--- src/rtl/io_pkg.sv ---
// Shared definitions for the I/O handshake responder.
//   io_state_t          : handshake FSM states
//   IO_DEBOUNCE_DEFAULT : default stable-sample count for the enter button
//   IO_OUT_HOLD_DEFAULT : default display hold length for OUT
package io_pkg;

  typedef enum logic [2:0] {
    IDLE,
    IN_WAIT_PRESS,
    IN_WAIT_RELEASE,
    OUT_HOLD,
    RELEASE
  } io_state_t;

  localparam int unsigned IO_DEBOUNCE_DEFAULT = 4;
  localparam int unsigned IO_OUT_HOLD_DEFAULT = 5;

endpackage

--- src/rtl/btn_debounce.sv ---
// Push-button conditioner: 2-flop synchronizer followed by a debounce counter.
//   CLK, reset : clock, asynchronous active-high reset
//   raw        : asynchronous button input
//   level      : debounced button level
//   rise, fall : single-cycle pulses in the cycle whose closing edge flips level
module btn_debounce #(
  parameter int unsigned DEBOUNCE_CYCLES = 4
) (
  input  logic CLK,
  input  logic reset,
  input  logic raw,
  output logic level,
  output logic rise,
  output logic fall
);

  localparam int unsigned CW = (DEBOUNCE_CYCLES > 1) ? $clog2(DEBOUNCE_CYCLES) : 1;
  localparam logic [CW-1:0] CNT_LAST = CW'(DEBOUNCE_CYCLES - 1);

  logic          sync1;
  logic          sync2;
  logic [CW-1:0] cnt;
  logic          settle;

  // cnt tracks consecutive samples that differ from the accepted level; a
  // sample matching the level (i.e. any bounce back) clears it.
  assign settle = (sync2 != level) && (cnt == CNT_LAST);
  assign rise   = settle & sync2;
  assign fall   = settle & ~sync2;

  always_ff @(posedge CLK or posedge reset) begin
    if (reset) begin
      sync1 <= 1'b0;
      sync2 <= 1'b0;
      cnt   <= '0;
      level <= 1'b0;
    end else begin
      sync1 <= raw;
      sync2 <= sync1;
      if (sync2 == level) begin
        cnt <= '0;
      end else if (settle) begin
        level <= sync2;
        cnt   <= '0;
      end else begin
        cnt <= cnt + 1'b1;
      end
    end
  end

endmodule

--- src/rtl/io_handshake_ctrl.sv ---
// I/O responder for the single-cycle core's stall protocol.
//   CLK, reset                 : clock, asynchronous active-high reset
//   is_in, is_out              : decoded IN / OUT instruction (IN wins if both)
//   out_data                   : register value to show for OUT
//   sw, enter_btn              : board switches and raw enter button
//   input_flag, output_flag    : combinational PC stall requests
//   insert                     : one-cycle PC release pulse
//   in_data, in_valid          : captured switches and register-file write enable
//   display_data, display_valid: display value and update strobe
module io_handshake_ctrl
  import io_pkg::*;
#(
  parameter int unsigned SW_WIDTH        = 16,
  parameter int unsigned DEBOUNCE_CYCLES = IO_DEBOUNCE_DEFAULT,
  parameter int unsigned OUT_HOLD_CYCLES = IO_OUT_HOLD_DEFAULT
) (
  input  logic                CLK,
  input  logic                reset,
  input  logic                is_in,
  input  logic                is_out,
  input  logic [31:0]         out_data,
  input  logic [SW_WIDTH-1:0] sw,
  input  logic                enter_btn,
  output logic                input_flag,
  output logic                output_flag,
  output logic                insert,
  output logic [31:0]         in_data,
  output logic                in_valid,
  output logic [31:0]         display_data,
  output logic                display_valid
);

  localparam int unsigned HW = (OUT_HOLD_CYCLES > 1) ? $clog2(OUT_HOLD_CYCLES) : 1;
  localparam logic [HW-1:0] HOLD_LOAD = HW'(OUT_HOLD_CYCLES - 1);

  io_state_t     state;
  io_state_t     next_state;
  logic [HW-1:0] hold_cnt;
  logic          rel_is_in;
  logic          btn_level;
  logic          btn_rise;
  logic          btn_fall;

  btn_debounce #(
    .DEBOUNCE_CYCLES(DEBOUNCE_CYCLES)
  ) u_btn (
    .CLK  (CLK),
    .reset(reset),
    .raw  (enter_btn),
    .level(btn_level),
    .rise (btn_rise),
    .fall (btn_fall)
  );

  always_ff @(posedge CLK or posedge reset) begin
    if (reset) state <= IDLE;
    else       state <= next_state;
  end

  always_comb begin
    next_state    = state;
    input_flag    = 1'b0;
    output_flag   = 1'b0;
    insert        = 1'b0;
    in_valid      = 1'b0;
    display_valid = 1'b0;
    case (state)
      IDLE: begin
        input_flag  = is_in;
        output_flag = is_out & ~is_in;
        if (is_in)       next_state = IN_WAIT_PRESS;
        else if (is_out) next_state = OUT_HOLD;
      end
      IN_WAIT_PRESS: begin
        input_flag = 1'b1;
        if (btn_rise) next_state = IN_WAIT_RELEASE;
      end
      IN_WAIT_RELEASE: begin
        input_flag = 1'b1;
        // level is high on entry, so this is fall in practice; the level term
        // keeps the state from waiting forever on an already-low button.
        if (btn_fall || !btn_level) next_state = RELEASE;
      end
      OUT_HOLD: begin
        output_flag   = 1'b1;
        display_valid = 1'b1;
        if (hold_cnt == '0) next_state = RELEASE;
      end
      RELEASE: begin
        insert      = 1'b1;
        in_valid    = rel_is_in;
        input_flag  = rel_is_in;
        output_flag = ~rel_is_in;
        next_state  = IDLE;
      end
      default: next_state = IDLE;
    endcase
    // IDLE decodes the flags straight from is_in/is_out, so mask them in reset.
    if (reset) begin
      input_flag  = 1'b0;
      output_flag = 1'b0;
    end
  end

  always_ff @(posedge CLK or posedge reset) begin
    if (reset) begin
      hold_cnt     <= '0;
      rel_is_in    <= 1'b0;
      in_data      <= '0;
      display_data <= '0;
    end else begin
      case (state)
        IDLE: begin
          if (is_in) begin
            rel_is_in <= 1'b1;
          end else if (is_out) begin
            rel_is_in    <= 1'b0;
            display_data <= out_data;
            hold_cnt     <= HOLD_LOAD;
          end
        end
        IN_WAIT_PRESS: if (btn_rise) in_data <= 32'(sw);
        OUT_HOLD:      if (hold_cnt != '0) hold_cnt <= hold_cnt - 1'b1;
        default: ;
      endcase
    end
  end

endmodule

--- config.mk ---
export PLATFORM = sky130hd
export DESIGN_NAME = io_handshake_ctrl
export DESIGN_NICKNAME = d
export VERILOG_FILES = /design/src/rtl/io_pkg.sv /design/src/rtl/btn_debounce.sv /design/src/rtl/io_handshake_ctrl.sv
export SDC_FILE = /design/constraint.sdc
export NUM_CORES = 1
export LEC_CHECK = 0
export ABC_AREA = 1
export CAP_MARGIN = 20
export CORE_UTILIZATION = 44
export DETAILED_ROUTE_END_ITERATION = 7
export PLACE_DENSITY_LB_ADDON = 0.12
export SLEW_MARGIN = 20
export SYNTH_ARGS = -nofsm -noshare
export SYNTH_HDL_FRONTEND = slang
export SYNTH_SLANG_ARGS = --single-unit
--- constraint.sdc ---
create_clock -name CLK -period 3.5 [get_ports CLK]
set_clock_uncertainty 0.1 [all_clocks]
set_input_delay 0.7 -clock CLK [delete_from_list [all_inputs] [get_ports CLK]]
set_output_delay 0.7 -clock CLK [all_outputs]
set_load 0.1 [all_outputs]
==> reports/results.tsv, run 1 <==
stage	metric	value	unit
run_status	outcome	complete, no violations	
sta	Max Fclk	347	MHz
sta	Worst Tran Pin Value	0.984	ns
floorplan	Die Ht	79.5	microns
floorplan	initial core utilization	0.468	
cells_and_area	Fillers	464	
synthesis	YS warnings	0	
sta	Slew Viols, Final	0	
detailed_routing	DRT Wirelength	5770	microns
critical_path	CP max stage delay	0.53	ns
detailed_routing	drt via density	4.52	
sta	RSZ-0062 raised after global routing	false	
sta	period utilization	0.823	
floorplan	I/O pin cnt	122	
floorplan	Die Area	6310	sq um
detailed_routing	DR pass1 iterations	6	
synthesis	dominant synthesized flop cell	dfrtp_1	
critical_path	WP data arrival	2.08	ns
critical_path	slowest cell on the critical path	clkdlybuf4s50_1	
clock_network	clk sinks	60	
floorplan	die width	79.5	microns
synthesis	Synth top area share	0.569	
critical_path	worst path required time	2.70	ns
grt	number of global-route vias before repair	2222	
grt	initial antenna violation count	0	
clock_network	CTS tree	done	
sta	WHS	0.253	ns
critical_path	worst-path fanout max	3	
synthesis	#FFs+latches synth	60	
critical_path	CP Buf/Inv Count	3	
sta	relative slew slack	0.342	
critical_path	Critical Path Start	is_out	
clock_network	hold_buf cts	0	
cells_and_area	most common cell after layout, fill and taps aside	nand2_1	
cells_and_area	final antenna diode count	0	
clock_network	CTS resizes	0	
critical_path	RR Startpoint	state[0]	
sta	post-route setup slack	0.619	ns
clock_network	Inserted Clock Buffers	9	
synthesis	Synth area leaders	dfrtp_1, nand2_1, buf_4	
cells_and_area	FF+latch area	1500	sq um
synthesis	Post-synth EDFFs	0	
floorplan	core footprint	5640	sq um
synthesis	mean area per synthesized cell	8.60	sq um
sta	min Tclk post-route	2.88	ns
clock_network	clk root buf	clkbuf_8	
clock_network	worst skew pair latency	0.31	ns
placement	Placer Congestion	0.708	
min_path	hold_sp	u_btn.sync1	
critical_path	cell family with most CP delay	buffers and inverters	
synthesis	Post-Syn Area	2640	sq um
synthesis	synth unique cells	24	
grt	first-pass GRT wire length	9640	microns
detailed_routing	number of DRC markers in iteration 0	79	
run	Maximum Capacitance Violations	0	
placement	dpl ws	0.650	ns
sta	Setup TNS	0	ns
synthesis	largest area contributor in the netlist	dfrtp_1	
cells_and_area	NumNets Final	471	
cells_and_area	P&R area growth vs syn	46.2	%
detailed_routing	WL per Instance	11.8	microns
grt	gr ovfl total	0	
critical_path	Setup crit start kind	input pin	
critical_path	critical path type	in2out	
synthesis	part of the Yosys area used for sequential elements	0.569	
sta	Final Hold Vio Count	0	
cells_and_area	commonest cells after routing, fill and taps aside	nand2_1, clkdlybuf4s50_1, dfrtp_1, buf_4, o21ai_0	
clock_network	Post-CTS Setup Inserts	0	
placement	IO Port Bufs	105	
synthesis	Mapped Cells	307	
clock_network	Longest Clk Path Bufs	2	
cells_and_area	share of layout cells above drive strength 1	0.131	
detailed_routing	Vias	2220	
sta	Setup violations, final	0	
critical_path	worst-path cell chain	clkdlybuf4s50_1 > inv_1 > a21oi_1 > nand2_1 > a21oi_4 > buf_12	
floorplan	num rows	27	
synthesis	FFs w/ async S/R, synth	1.00	
clock_network	H-Tree Depth	3	
cells_and_area	Multi-input gate area	947	sq um
grt	largest net degree at the start of global routing	35	
clock_network	Clock transition at path regs	0.06	ns
placement	hpwl dp	4020	microns
detailed_routing	DRC Markers	0	
grt	overall routing resource usage	0.200	
min_path	HP Class	reg2reg	
detailed_routing	Antenna Nets Post-Route	0	
critical_path	Crit. End Element	primary output	
## cell type report
type                       count  share of cell area
sequential                    60               0.389
multi-input combinational    215               0.245
clock buffer                  14              0.0447
clock inverter                 1             0.00778
tap                           72              0.0233
timing repair buffer         107               0.267
inverter                      22              0.0224
## layer usage
layer  track usage  vias up  wire [microns]
li1              -     1117               -
met2         0.326       82            2730
met1         0.243     1017            2570
met4        0.0655        0              42
met3        0.0743        4             438
met5             0        -               0
## worst paths after layout
kind | endpoint | slack (ns) | cells after the start
worst max-delay path | input_flag | 0.62 | 6
worst min-delay path | u_btn.sync2 | 0.25 | 0
worst max register to register | display_data[24] | 1.61 | 6
worst min register to register | u_btn.sync2 | 0.25 | 0
max in group asynchronous | in_data[10] | 1.90 | 3
min in group asynchronous | display_data[30] | 0.81 | 2
## Yosys cell counts (2+ instances only)
master	count
buf_2	3
o21ai_0	19
nor2_4	2
nor2_1	12
clkbuf_1	2
nand2_1	147
nand3_1	5
a21oi_1	2
buf_4	19
dfrtp_1	60
inv_2	2
inv_1	20
ha_1	3
## kinds of logic after synthesis
logic type	count (synthesis)	share of synthesized area
xor gates and xnor gates	1	0.00332
buffers and inverters	47	0.0981
DFF	60	0.569
and+or+nand+nor	170	0.263
AOI/OAI and AO/OA	25	0.0512
adders and majority gates	3	0.0142
other	1	0.00142
## stage by stage
stage / cell area [sq um] / cells / utilization
3_3_place_gp: 3660 / 476 / 0.648
6_report: 3860 / 491 / 0.684
3_5_place_dp: 3660 / 476 / 0.648
4_1_cts: 3860 / 491 / 0.684
2_1_floorplan: 2710 / 322 / -
5_1_grt: 3860 / 491 / 0.684
## worst register-to-register path: cells and delay by family, from the launching register on
family	cells	cell delay, ns
simple gates	4	0.52
buf+inv	2	0.72
flops	1	0.49
## registers in the layout (all words and copies together) (netlist names)
name	flops
u_btn.level	1
rel_is_in	1
in_data	16
hold_cnt	3
u_btn.sync1	1
u_btn.sync2	1
state	3
u_btn.cnt	2
display_data	32
Power of run 1 is not shown: default switching activity piles up to over one toggle a cycle in this logic, so the estimate is an artifact.
==> run 2: changes to the inputs <==
- CORE_UTILIZATION: 44 -> 37
- clock period: 3.5 -> 2.45 ns (I/O delays scaled with it)
==> run 2 against run 1 <==
Count of clock-buffer cells in the layout decreased by 4; wire length decreased by 0.42%; critical path type unchanged; first-iteration DRC count decreased by 33%; sequential cell count unchanged.
==> reports/results.tsv, run 2 (same netlist as run 1, synthesis figures left out) <==
stage	metric	value	unit
floorplan	Die Area	7480	sq um
run	Maximum Capacitance Violations	0	
grt	gr ovfl total	0	
sta	Setup violations, final	0	
detailed_routing	WL per Instance	11.1	microns
clock_network	CTS tree	done	
min_path	hold_sp	u_btn.sync1	
critical_path	Reg2Reg Depth	6	
clock_network	CTS resizes	0	
critical_path	WP data arrival	1.78	ns
sta	relative slew slack	0.644	
cells_and_area	post-layout instance area	3880	sq um
placement	IO Port Bufs	105	
detailed_routing	DRT Wirelength	5750	microns
cells_and_area	most common cell after layout, fill and taps aside	nand2_1	
clock_network	Post-CTS Setup Inserts	0	
detailed_routing	drt via density	4.31	
grt	GR Util met2	0.256	
run_status	outcome	complete, no violations	
cells_and_area	final antenna diode count	0	
floorplan	initial core utilization	0.386	
critical_path	worst-path fanout max	4	
detailed_routing	DRC Markers	0	
floorplan	core footprint	6830	sq um
clock_network	worst skew pair latency	0.32	ns
sta	Final Hold Vio Count	0	
placement	Placer Congestion	0.732	
detailed_routing	DR pass1 iterations	4	
grt	overall routing resource usage	0.162	
grt	initial antenna violation count	0	
placement	hpwl dp	4100	microns
clock_network	hold_buf cts	0	
cells_and_area	registers with the most flip-flops	display_data x32, in_data x16	
cells_and_area	Largest Register	display_data	
critical_path	worst path required time	1.86	ns
clock_network	clk sinks	60	
cells_and_area	P&R area growth vs syn	46.9	%
min_path	HP Class	reg2reg	
clock_network	H-Tree Depth	3	
grt	largest net degree at the start of global routing	61	
sta	Worst Tran Pin Value	0.534	ns
cells_and_area	Largest register FFs	32	
sta	Slew Viols, Final	0	
critical_path	Worst R2R End	display_data[19]	
clock_network	clk root buf	clkbuf_8	
critical_path	RR Startpoint	state[0]	
clock_network	Inserted Clock Buffers	9	
clock_network	Clock transition at path regs	0.06	ns
placement	placed cell areas	3700	sq um
floorplan	Die Ht	86.5	microns
sta	period utilization	0.966	
min_path	Hold Crit Depth	0	
floorplan	die width	86.5	microns
critical_path	Setup crit start kind	input pin	
critical_path	R2R setup slack	0.70	ns
grt	GR peak layer	met2	
floorplan	I/O pin cnt	122	
critical_path	Crit. End Element	primary output	
grt	number of global-route vias before repair	2065	
grt	first-pass GRT wire length	9380	microns
detailed_routing	number of DRC markers in iteration 0	53	
cells_and_area	NumNets Final	474	
cells_and_area	commonest cells after routing, fill and taps aside	nand2_1, dfrtp_1, clkdlybuf4s50_1, buf_4, o21ai_0	
grt	global routing usage on met1	0.208	
sta	RSZ-0062 raised after global routing	false	
detailed_routing	Antenna Nets Post-Route	0	
detailed_routing	Vias	2232	
clock_network	Longest Clk Path Bufs	2	
sta	min Tclk post-route	2.37	ns
critical_path	critical path type	in2out	
sta	Max Fclk	423	MHz
grt	met3 usage	0.0381	
floorplan	num rows	30	
min_path	WHS Endpoint	u_btn.sync2	
cells_and_area	Fillers	628	
cells_and_area	share of layout cells above drive strength 1	0.204	
[run 2: final cells by class]
cell class / count / area (sq um) / share of cell area
clock buffer: 10 / 128 / 0.0329
clock inverter: 5 / 53.8 / 0.0139
inverter: 22 / 90.1 / 0.0232
multi-input combinational: 215 / 953 / 0.246
sequential: 60 / 1500 / 0.387
tap: 96 / 120 / 0.0310
timing repair buffer: 110 / 1030 / 0.266
[run 2: per-layer routing]
layer	share of wire	vias to the layer above	wire [microns]
met3	0.053	9	306
met5	0	-	0
li1	-	1129	-
met4	0.016	0	93
met2	0.48	64	2780
met1	0.45	1030	2570
[run 2: worst max-delay path by stage]
stage              from    endpoint  slack [ns]
2_1_floorplan  state[0]  input_flag       -0.48
3_3_place_gp      is_in  input_flag        0.13
3_5_place_dp      is_in  input_flag         0.1
4_1_cts        state[0]  input_flag        0.02
5_1_grt           is_in  input_flag        0.02
6_report          is_in  input_flag        0.08
[run 2: through the flow]
stage	util	worst slack [ns]	hold WS [ns]	std cells	setup TNS [ns]
floorplan	-	-0.484	0.231	322	-0.484
global placement	0.541	0.133	0.234	503	0
detailed placement	0.541	0.0990	0.236	503	0
CTS	0.568	0.0230	0.251	518	0
global route	0.568	0.0156	0.282	518	0
finish	0.568	0.0843	0.249	518	0
[run 2: worst max-delay path, cell delays in order]
cell and delay [ns]:
clkdlybuf4s50_1 0.48, inv_1 0.10, a21oi_1 0.18, nand2_1 0.13
a21oi_4 0.19, buf_12 0.19
Power of run 2 is left out for the same reason.
==> run 3: changes to the inputs <==
- SKIP_CTS_REPAIR_TIMING: not set -> 1
==> results of run 3 <==
No change in the layout: final DEF, timing and power equal those of run 2.
Power of run 3 is left out for the same reason.
==> RTL change 1, RTL diff (settings of run 2) <==
`IO_OUT_HOLD_DEFAULT`: 5 -> 10.
--- a/src/rtl/io_pkg.sv
+++ b/src/rtl/io_pkg.sv
@@ -15,3 +15,3 @@
   localparam int unsigned IO_DEBOUNCE_DEFAULT = 4;
-  localparam int unsigned IO_OUT_HOLD_DEFAULT = 5;
+  localparam int unsigned IO_OUT_HOLD_DEFAULT = 10;
 
Formal check against the unedited RTL: not equivalent (a bounded check fails within 10 cycles, from zero or initial values and one cycle with reset high).
==> RTL change 1 against run 2 <==
  * Sequential share of layout area down 1.2 points
  * Worst setup slack gained 0.010 ns
  * Cell area rose by 4.7%
  * Maximum frequency increased by 0.45%
  * Utilization fell by 0.48 points
  * Sequential cell count up 1
  * Area after synthesis rose by 4.0%
  * Wire length is 9.5% higher
  * Hold slack better by 0.032 ns
  * Highest routed layer unchanged
Power is not shown: default switching activity piles up to over one toggle a cycle in this logic, so the estimate is an artifact.
==> RTL change 1: results (changes against run 2) <==
Run status
  • Status: complete, no violations

CTS
  • Post-CTS Resized: 1 (+1)
  • TritonCTS buffer count: 9 (unchanged)

Critical path
  • Flop2flop setup slack: 0.72 ns (+0.02 ns)
  • FF-to-FF End: in_data[4]
  • Worst r2r path cells: 7 (+1)
  • Reg2reg start: u_btn.cnt[0]
  • CP Max Fanout: 3 (-1)

Worst hold path
  • Hold Path Class: reg2reg
  • Worst Hold Launch: u_btn.sync1

Cells and area
  • NumNets Final: 482 (+1.7%)
  • Top Registers: display_data: 32 flops, in_data: 16 flops, hold_cnt: 4 flops
  • FILL cells: 671 (+6.8%)
  • Share of layout cells above drive strength 1: 22.3% (+1.9 points)

Global route
  • First-pass GRT wire length: 10,200 um (+9.0%)
  • Vias in the first global route: 2,267 (+9.8%)
  • GRT Overall Usage: 17.4% (+1.2 points)

Yosys
  • Distinct cells, synth: 27 (+13%)
  • Register area share after synthesis: 55.6% (-1.3 points)
  • Commonest cells in the netlist: nand2_1, dfrtp_1, nand3_1, o21ai_0
  • Largest cells by area after synthesis: dfrtp_1, nand2_1, nand3_1
  • Syn Inst Count: 316 (+2.9%)

Route
  • Via density: 4.53 (+5.0%)
  • DRT Wirelength: 6290 um (+9.5%)
  • DRT iter0 DRCs: 100 (+89%)
  • Routed via count: 2,399 (+7.5%)

Placement
  • Placed Cells: 514 (+2.2%)
  • Placer Congestion: 0.739 (+1.1%)

Timing
  • Measured slew at the worst slew-check pin: 0.528 ns (-0.00591 ns)
==> RTL change 1: through the flow <==
stage | area [um^2] | setup WS, ns | setup TNS, ns | utilization, % | hold slack [ns]
global placement | 3840 | 0.109 | 0 | 53.2 | 0.249
global route | 4060 | 0.00464 | 0 | 56.3 | 0.303
finish | 4060 | 0.0948 | 0 | 56.3 | 0.280
CTS | 4050 | 0.0154 | 0 | 56.2 | 0.287
detailed placement | 3840 | 0.0357 | 0 | 53.2 | 0.256
floorplan | 2850 | -0.296 | -0.296 | - | 0.231
==> RTL change 1: layout make-up <==
class                   instances  area [um^2]  share of cell area (%)
inverters                      21         86.3                    2.13
clock buffers                   9          124                    3.05
repair buffers                113         1070                    26.2
flip-flops and latches         61         1530                    37.6
clock inverters                 7         90.1                    2.22
multi-input cells             220         1040                    25.7
well taps                      99          124                    3.05
==> RTL change 1: worst max-delay path by stage <==
stage / from / slack, ns / end
6_report: is_out / 0.09 / input_flag
5_1_grt: state[0] / 0.005 / input_flag
2_1_floorplan: state[0] / -0.30 / input_flag
4_1_cts: state[0] / 0.02 / input_flag
3_5_place_dp: is_out / 0.04 / input_flag
3_3_place_gp: is_out / 0.11 / input_flag
==> RTL change 1: kinds of logic after synthesis <==
| kind of cell | Yosys count | share of synthesized area [%] |
|---|---|---|
| flip-flops | 61 | 55.6 |
| AO/OA/AOI/OAI | 27 | 5.15 |
| adder cells (fa/ha/maj) | 3 | 1.37 |
| XOR/XNOR | 2 | 0.638 |
| other | 1 | 0.137 |
| AND/OR/NAND/NOR | 172 | 27.0 |
| buffers and inverters | 50 | 10.1 |
==> RTL change 1: critical path, stage by stage <==
cell and delay, ns:
clkdlybuf4s50_1 0.49, inv_1 0.08, a21oi_2 0.19, nand2_1 0.14
a21oi_4 0.19, buf_12 0.19
==> RTL change 1: routing by layer <==
layer | vias up | wire length (um) | GRT usage, %
met2 | 70 | 2960 | 26.6
met3 | 14 | 331 | 4.34
met1 | 1126 | 2830 | 22.4
met5 | - | 0 | 0
met4 | 0 | 172 | 10.3
li1 | 1189 | - | -
==> RTL change 2, RTL diff (settings of run 2) <==
Made on the original files. Reset style: synchronous (`reset`), changed in 3 clocked blocks. Comments in the files are not updated.
--- a/src/rtl/btn_debounce.sv
+++ b/src/rtl/btn_debounce.sv
@@ -30,3 +30,3 @@
 
-  always_ff @(posedge CLK or posedge reset) begin
+  always_ff @(posedge CLK) begin
     if (reset) begin
--- a/src/rtl/io_handshake_ctrl.sv
+++ b/src/rtl/io_handshake_ctrl.sv
@@ -54,3 +54,3 @@
 
-  always_ff @(posedge CLK or posedge reset) begin
+  always_ff @(posedge CLK) begin
     if (reset) state <= IDLE;
@@ -104,3 +104,3 @@
 
-  always_ff @(posedge CLK or posedge reset) begin
+  always_ff @(posedge CLK) begin
     if (reset) begin
Behaviour: differs if reset is asserted again (counterexample within 4 cycles, from zero or initial values and one cycle with reset high); with reset held inactive, the same outputs for 10 cycles.
==> RTL change 2 against run 2 <==
  * The flow now finishes with violations (DRC)
  * Via count up 3.0%
  * Area after synthesis fell by 5.7%
  * Cell area fell by 4.6%
  * Sequential cell count stayed put
  * Wire length is 1.2% higher
  * Worst setup slack better by 0.070 ns
  * Critical path depth increased by 1
  * Largest cell class unchanged
  * Highest routed layer unchanged
==> RTL change 2: results (changes against run 2) <==
Critical path
  • Crit path DAT: 1.71 ns (-0.07 ns)
  • CP delay by family, top: buffers and inverters
  • Slowest cell on crit path: clkdlybuf4s50_1
  • CP Max Fanout: 4 (unchanged)
  • CP peak stage delay: 0.45 ns (-0.03 ns)

Route
  • Drt pass-1 iters: 6 (+2)
  • DRT iter0 DRCs: 124 (+130%)
  • Number of remaining DRC errors: 20 (+20)
  • Via density: 4.53 (+5.1%)
  • DRT Wirelength: 5820 um (+1.2%)

Placement
  • Detailed Place HPWL: 3960 um (-3.4%)
  • Placer Congestion: 0.870 (+19%)

Worst hold path
  • Hold Path Class: reg2reg

Yosys
  • YS warnings: 0 (unchanged)
  • Largest cells by area after synthesis: dfxtp_1, nor2_1, o21ai_0
  • Distinct cells, synth: 27 (+13%)
  • Synth Flop Type: dfxtp_1
  • Commonest cells in the netlist: nor2_1, dfxtp_1, o21ai_0, buf_4, nand2_1
  • Fraction of registers with async set or reset after synthesis: 0% (-100 points)
  • Register area share after synthesis: 48.3% (-8.6 points)

Cells and area
  • NumNets Final: 482 (+1.7%)
  • Top Registers: display_data: 32 flops, in_data: 16 flops
  • ANT cells: 0 (unchanged)
  • FILL cells: 616 (-1.9%)
  • Share of layout cells above drive strength 1: 22.3% (+1.9 points)

CTS
  • TritonCTS buffer count: 9 (unchanged)
  • Hold buffers post-CTS: 0 (unchanged)
  • Root buffer cell: clkbuf_8
  • Clock Latency Late Sink: 0.33 ns
  • Clk buf depth: 2 (unchanged)
  • CTS tree: done
  • Clk slew on worst S/H paths: 0.07 ns
  • H-tree levels: 3 (unchanged)
  • Post-CTS Setup Bufs: 0 (unchanged)

Power and ir drop
  • P_sw: 0.00159 W
  • Peak VDD IR: 432 uV
  • Leakage: 1.67 nW

Global route
  • First-pass GRT wire length: 9380 um (about the same)
  • GRT Overall Usage: 16.8% (+0.59 points)
  • Vias in the first global route: 2,022 (-2.1%)
  • Largest net degree at the start of global routing: 37 (-39%)
  • Initial antenna violation count: 0 (unchanged)

Run status
  • Failing checks: DRC
  • Status: complete, but fails checks

Timing
  • Measured slew at the worst slew-check pin: 0.560 ns (+0.0258 ns)
RTL change 2: worst reg2reg max path, delay by kind of cell, from the launching register on:
kind | cells | cell delay (ns)
AND/OR/NAND/NOR | 3 | 0.33
buffers and inverters | 3 | 0.77
flip-flops | 1 | 0.46
RTL change 2: path summary, 6_finish.rpt:
| check | endpoint | slack, ns | from | cells past startpoint |
|---|---|---|---|---|
| max | output_flag | 0.15 | is_in | 7 |
| min | u_btn.sync2 | 0.30 | u_btn.sync1 | 2 |
| max reg2reg | display_data[24] | 0.67 | state[2] | 6 |
| min reg2reg | u_btn.sync2 | 0.30 | u_btn.sync1 | 2 |
RTL change 2: per-stage QoR:
step / cell area [um^2] / instances / setup slack [ns] / power, W / hold WS, ns
floorplan: 2560 / 336 / -0.224 / 0.00235 / 0.288
global placement: 3450 / 492 / 0.149 / 0.00267 / 0.293
detailed placement: 3450 / 492 / 0.139 / 0.00267 / 0.299
CTS: 3700 / 508 / 0.146 / 0.00379 / 0.308
global route: 3700 / 508 / 0.0529 / 0.00393 / 0.320
finish: 3700 / 508 / 0.154 / 0.00376 / 0.305
RTL change 2: cell families (layout without fill, tap and decap cells):
family	Yosys count	in the layout	synth area share, %
AOI/OAI and AO/OA	59	59	12.3
DFF	60	60	48.3
other	1	16	0.151
xor gates and xnor gates	1	1	0.352
adders and majority gates	3	3	1.51
and+or+nand+nor	148	148	26.3
buffers and inverters	49	144	11.1
RTL change 2: final cells by class:
type	count	area, um^2	area share (%)
Multi-Input combinational cell	227	1080	29.2
Inverter	19	73.8	2.00
Clock buffer	12	155	4.19
Clock inverter	4	95.1	2.57
Timing Repair Buffer	109	998	27.0
Tap cell	77	96.3	2.60
Sequential cell	60	1200	32.5
RTL change 2: power by group through the flow:
stage / Sequential [W] / Clock (W) / Combinational (W)
after floorplan: 0.00177 / 0 / 0.000576
after global placement: 0.00118 / 0 / 0.00149
after detailed placement: 0.00118 / 0 / 0.00149
after CTS: 0.00116 / 0.00114 / 0.00149
after global routing: 0.00117 / 0.00120 / 0.00156
final: 0.00116 / 0.00111 / 0.00149
RTL change 2: per-layer routing:
| metal | vias up | global-route usage [%] | share of wire [%] |
|---|---|---|---|
| li1 | 1193 | - | - |
| met1 | 1016 | 21.4 | 45 |
| met2 | 86 | 25.9 | 44 |
| met3 | 5 | 5.34 | 9.3 |
| met4 | 0 | 7.52 | 1.3 |
| met5 | - | 0 | 0 |
